`config.mk`:
```
export PLATFORM = sky130hd
export DESIGN_NAME = pipe_stage_skid
export DESIGN_NICKNAME = d
export VERILOG_FILES = /design/src/rtl/pipe_stage_skid.sv
export SDC_FILE = /design/constraint.sdc
export NUM_CORES = 1
export LEC_CHECK = 0
export CAP_MARGIN = 25
export CORE_UTILIZATION = 42
export DETAILED_ROUTE_END_ITERATION = 10
export GPL_ROUTABILITY_DRIVEN = 0
export HOLD_SLACK_MARGIN = 0.05
export PLACE_DENSITY = 0.81
export SETUP_SLACK_MARGIN = 0.1
export SYNTH_ARGS = -nofsm -noshare
export SYNTH_HDL_FRONTEND = slang
export SYNTH_SLANG_ARGS = --single-unit
export TNS_END_PERCENT = 100
```
`constraint.sdc`:
```
create_clock -name clk -period 1.87 [get_ports clk]
set_input_delay 0.561 -clock clk [delete_from_list [all_inputs] [get_ports clk]]
set_output_delay 0.561 -clock clk [all_outputs]
set_load 0.01 [all_outputs]
```
`src/rtl/pipe_stage_skid.sv`:
```
// Inter-stage pipeline register with valid/ready handshake, hold, flush and an
// optional one-entry skid buffer that makes in_ready registered.
// A saturating counter records cycles where a valid payload is back-pressured.

module pipe_stage_skid #(
    parameter int unsigned DATA_W = 32,
    parameter int unsigned SKID   = 0,
    parameter int unsigned CNT_W  = 16
) (
    input  logic              clk,
    input  logic              rst,
    input  logic              in_valid,
    output logic              in_ready,
    input  logic [DATA_W-1:0] in_data,
    output logic              out_valid,
    input  logic              out_ready,
    output logic [DATA_W-1:0] out_data,
    input  logic              hold,
    input  logic              flush,
    output logic [1:0]        occupancy,
    output logic [CNT_W-1:0]  stall_cnt
);

    logic in_fire;
    logic out_fire;

    assign in_fire  = in_valid & in_ready;
    assign out_fire = out_valid & out_ready;

    generate
        if (SKID == 0) begin : g_single
            logic              valid_q, valid_d;
            logic [DATA_W-1:0] data_q, data_d;

            // Ready is combinational: free when empty or when the held payload leaves.
            assign in_ready = (out_ready | ~valid_q) & ~hold;

            // Next state: flush beats a new load, a new load beats a drain.
            always_comb begin
                valid_d = valid_q;
                data_d  = data_q;
                if (flush) begin
                    valid_d = 1'b0;
                end else if (in_fire) begin
                    valid_d = 1'b1;
                    data_d  = in_data;
                end else if (out_fire) begin
                    valid_d = 1'b0;
                end
            end

            // Stage register.
            always_ff @(posedge clk or posedge rst) begin
                if (rst) begin
                    valid_q <= 1'b0;
                    data_q  <= '0;
                end else begin
                    valid_q <= valid_d;
                    data_q  <= data_d;
                end
            end

            assign out_valid = valid_q;
            assign out_data  = data_q;
            assign occupancy = {1'b0, valid_q};
        end else begin : g_skid
            // Encoding doubles as the entry count.
            typedef enum logic [1:0] {
                StEmpty = 2'd0,
                StOne   = 2'd1,
                StFull  = 2'd2
            } state_e;

            state_e            state_q, state_d;
            logic [DATA_W-1:0] main_q, main_d;
            logic [DATA_W-1:0] skid_q, skid_d;
            logic              ready_q, ready_d;

            // ready_q mirrors "skid entry free" but resets low so in_ready is 0 during reset.
            assign in_ready = ready_q & ~hold;

            // Entry state machine; flush overrides every transition.
            always_comb begin
                state_d = state_q;
                main_d  = main_q;
                skid_d  = skid_q;
                case (state_q)
                    StEmpty: begin
                        if (in_fire) begin
                            state_d = StOne;
                            main_d  = in_data;
                        end
                    end
                    StOne: begin
                        if (in_fire && out_fire) begin
                            main_d = in_data;
                        end else if (in_fire) begin
                            state_d = StFull;
                            skid_d  = in_data;
                        end else if (out_fire) begin
                            state_d = StEmpty;
                        end
                    end
                    StFull: begin
                        if (out_fire) begin
                            state_d = StOne;
                            main_d  = skid_q;
                        end
                    end
                    default: state_d = StEmpty;
                endcase
                if (flush) begin
                    state_d = StEmpty;
                end
                ready_d = (state_d != StFull);
            end

            // Entry registers.
            always_ff @(posedge clk or posedge rst) begin
                if (rst) begin
                    state_q <= StEmpty;
                    main_q  <= '0;
                    skid_q  <= '0;
                    ready_q <= 1'b0;
                end else begin
                    state_q <= state_d;
                    main_q  <= main_d;
                    skid_q  <= skid_d;
                    ready_q <= ready_d;
                end
            end

            assign out_valid = (state_q != StEmpty);
            assign out_data  = main_q;
            assign occupancy = state_q;
        end
    endgenerate

    logic [CNT_W-1:0] stall_q, stall_d;

    // Count back-pressured cycles, flush cycles included, saturating at all-ones.
    always_comb begin
        stall_d = stall_q;
        if (out_valid && !out_ready && (stall_q != {CNT_W{1'b1}})) begin
            stall_d = stall_q + CNT_W'(1);
        end
    end

    // Stall counter register; only reset clears it.
    always_ff @(posedge clk or posedge rst) begin
        if (rst) begin
            stall_q <= '0;
        end else begin
            stall_q <= stall_d;
        end
    end

    assign stall_cnt = stall_q;

endmodule

```
* Word level (Yosys, flattened, before mapping)
Index checks and enable logic that the tools add are counted.
** Operators by class
- $add $sub $neg :: 1
- Multipliers :: 0
- Divide/modulo/power cells :: 0
- Magnitude comparators :: 0
- Equality and inequality tests :: 1
- Shift operators :: 0
- Mux-type cells :: 3
- Bitwise operators :: 7
- Reduce and logical (&&, ||, !) cells :: 5
** Operators by type and width (number)
- 16-bit by 1-bit adder with 16-bit output (second input constant) :: 1
- 16-bit inequality test (second input constant) :: 1
- 1-bit AND :: 3
- 1-bit 2-to-1 mux :: 3
- 1-bit inverter :: 3
- 3-bit nonzero test :: 1
- 1-bit logical AND :: 2
- 2-bit AND reduction :: 1
- 1-bit logical NOT :: 1
- 1-bit OR :: 1
** Word-level totals
- Flip-flop bits (word level) :: 49
- Latch bits :: 0
- Bits in writable memories :: 0
- ROM bits :: 0
- Bits of input ports :: 38
- Output and inout port bits :: 52
- Logic and storage cells :: 20
- Memories :: 0

* Logic depth before layout (Yosys ltp)
- Depth after elaboration :: 6
- Gate-level depth with buffers :: 5
- Mapped depth without buffers :: 5

* Worst setup path before layout
No wires, ideal clock.
- Path kind :: input to register
- From :: input out_ready
- To :: register g_single.data_q[10] (netlist: out_data[10])
- Setup time :: 0.125 ns
- Arrival :: 1.661 ns
- Data required time :: 1.745 ns
- Slack :: 0.084 ns
- Cell stages on the path :: 4
- Buffers on the path :: 1
- Path through :: and2b_4 nor4b_4 buf_6 mux2_2
** On the way
- Word-level cells in the longest chain between the ends :: 4
** RTL lines
- start: declaration :: line 16 : input logic out_ready,
- 1-bit OR :: line 36 : assign in_ready = (out_ready | ~valid_q) & ~hold;
- 1-bit AND :: line 36
- 1-bit AND :: line 27 : assign in_fire = in_valid & in_ready;
- 2-bit AND reduction (no source line)
- end signal: assignment :: line 59 : data_q <= data_d;
- end: declaration :: line 33 : logic [DATA_W-1:0] data_q, data_d;
No other way between the ends.
A chain may end at the register's enable or synchronous reset.

* Worst setup path after layout
- From :: input out_ready
- To :: register g_single.data_q[2] (netlist: out_data[2])
Same word-level chain as after synthesis.

==> flow_metrics.tcl <==
set metrics [dict create \
    nets 316 \
    leakage_nw 2.00 \
    critPathCaptureType "register" \
    cts_tree "built" \
    cts-root-buf "clkbuf_8" \
    finalClockSkew_ps 12.7 \
    dr.pass1.iters 4 \
    startpoint_type "input pin" \
    synth_area_sq_mm 0.00214 \
    crit_buf_inv 5 \
    synthArstFlopShare_pct 100 \
    place_hpwl_um 3330 \
    grt_pass1_vias 1784 \
    ys_types 35 \
    netlist.area_leader.share_pct 57.3 \
    die_area_sq_mm 0.00539 \
    period_minus_slack_ps 1840 \
    crit_slowest_cell "mux2_4" \
    clk_transition_reported_paths_ps 80 \
    postCtsHoldBufs 0 \
    max_freq_mhz 545 \
    area_growth_pct 74.5 \
    clock_latency_ps 310 \
    crit_type "in -> reg" \
    synth.area.top_cells "dfrtp_1 (57%), mux2_2 (16%), xor2_1 (4.9%)" \
    synth_seq_cells 49 \
    crit_required_ps 2060 \
    crit_chain "clkdlybuf4s15_2 -> and2b_4 -> buf_6 -> nor4b_4 -> buf_4 -> buf_12 -> buf_16 -> mux2_4" \
    drt-initial-drc-count 56 \
    postRouteAntennaNets 0 \
    worstPathMaxFanout 8 \
    grt_max_degree 50 \
    die_h_um 73.4 \
    maxCapViolCount 0 \
    yosys.area.top_type "dfrtp_1" \
    grtUsageTotal_pct 22.5 \
    timing.final.hold_violations 0 \
    initial_core_util_pct 44.4 \
    cpPeakStageDelay_ps 300 \
    outcome "finished, final reports clean" \
    wl_per_cell_um 16.9 \
    cp_top_family "buffers and inverters" \
    die_w_um 73.4 \
    yosys-top-cells-count "dfrtp_1 (49), mux2_2 (31), xor2_1 (12)" \
    vias 1723 \
    synth_fp_nets 190 \
    ios 90 \
    grt_setup_unrepaired "yes" \
    arrival_ps 2020 \
    power.density_mw_per_mm2 808 \
    synth_ff_type "dfrtp_1" \
    synthMostInstantiatedCell "dfrtp_1" \
    placedCellCount 311 \
    cts_buffers 5 \
    min_path_type "reg -> reg" \
    drive_gt1_share_pct 36.7 \
    fin_ws_ps 34.3 \
    fin_cells 345 \
    utilization_pct 77.6 \
    cts_buffer_depth 2 \
    synth.avg_cell_area_sq_um 14.2 \
    core_area_sq_mm 0.00482 \
    ir_drop_uv 464 \
    setup_viol 0 \
    setup_tns_ps 0 \
    rows 25 \
    overflow 0 \
    grt_pass1_wl_um 9020 \
    finalMaxSlewViolations 0 \
    clock-sinks 49 \
    via_per_inst 4.99 \
    numPortBuffers 88 \
    dp_slack_ps -581 \
    diodes 0 \
    wl_um 5830 \
    synthCells 151 \
    route.detailed.drc 0 \
    yosysWarningCount 0 \
    antenna_found_initial 0 \
    timing.hold.ws_ps 509 \
    seq_area_frac_synth_pct 57.3 \
    finalCritPeriodShare_pct 98.2 \
    h-tree-depth 2 \
    synth-edff-count 0 \
]
## per-layer routing
layer	vias to the layer above	share of wire [%]	track usage [%]
met1	860	43	29.7
met5	-	0	0
met2	65	50	37.7
met4	0	1.9	7.05
met3	11	5.1	4.53
li1	787	-	-
## cell families after synthesis
kind of cell	after synthesis	share of synthesized area (%)
flip-flops	49	57.3
XOR/XNOR	13	5.32
AO/OA/AOI/OAI	5	1.52
buffers and inverters	8	2.86
adder cells (fa/ha/maj)	1	0.584
multiplexers	33	17.5
other	1	0.175
AND/OR/NAND/NOR	41	14.7
## worst paths after layout
check | to | cells after the start | start | slack, ps
setup / recovery | out_data[2] | 8 | out_ready | 30
min in group asynchronous | out_data[16] | 3 | rst | 610
hold / removal | out_data[26] | 1 | out_data[26] | 510
hold reg to reg | out_data[26] | 1 | out_data[26] | 510
max in group asynchronous | stall_cnt[3] | 3 | rst | 1020
setup reg to reg | out_data[2] | 7 | out_valid | 50
## registers in the layout (all words and copies together) (netlist names)
name       count
stall_cnt     16
out_valid      1
out_data      32
## report_power, final
| part | total [mW] | internal [mW] | switching [mW] |
|---|---|---|---|
| clock network | 0.627 | 0.263 | 0.365 |
| logic | 1.02 | 0.642 | 0.381 |
| registers | 1.37 | 1.25 | 0.121 |
## metrics by stage
step	instance area, sq um	power [mW]
final	3740	3.02
after global routing	3740	3.17
after CTS	3630	3.02
after detailed placement	3160	2.29
after global placement	3160	2.26
after floorplan	2140	1.71
## worst register-to-register path, stage by stage (launching register included)
cell and delay (ps):
dfrtp_1 420, and2b_4 190, buf_6 110, nor4b_4 260, buf_4 190, buf_12 100, buf_16 130, mux2_4 300
## area by class of cell
class / instances / area, sq um
clock buffer: 5 / 68.8
clock inverter: 3 / 22.5
fill: 320 / 1080
inverter: 2 / 7.51
multi-input combinational: 94 / 1010
sequential: 49 / 1230
tap: 67 / 83.8
timing repair buffer: 125 / 1310
## timing repair
item,CTS,global route
gates resized for setup,77,33
setup buffers,19,4
gates cloned,4,0
setup endpoints to repair,67,65
endpoints found under the hold margin,0,0
pin swaps,1,6
## cells in the final DEF (no fill, tap or decap), types with 3 or more instances in the layout
| cell type | count |
|---|---|
| buf_4 | 26 |
| clkdlybuf4s50_1 | 34 |
| nor2_1 | 3 |
| nand2_1 | 6 |
| dfrtp_1 | 43 |
| dfrtp_2 | 6 |
| nand4_1 | 5 |
| buf_6 | 3 |
| clkinvlp_4 | 3 |
| mux2_4 | 33 |
| dlymetal6s2s_1 | 26 |
| buf_12 | 6 |
| nor4_2 | 4 |
| nor3_1 | 6 |
| xor2_1 | 11 |
| dlygate4sd2_1 | 26 |
| clkbuf_8 | 5 |
Note: power is estimated with default switching activity, not from simulation.
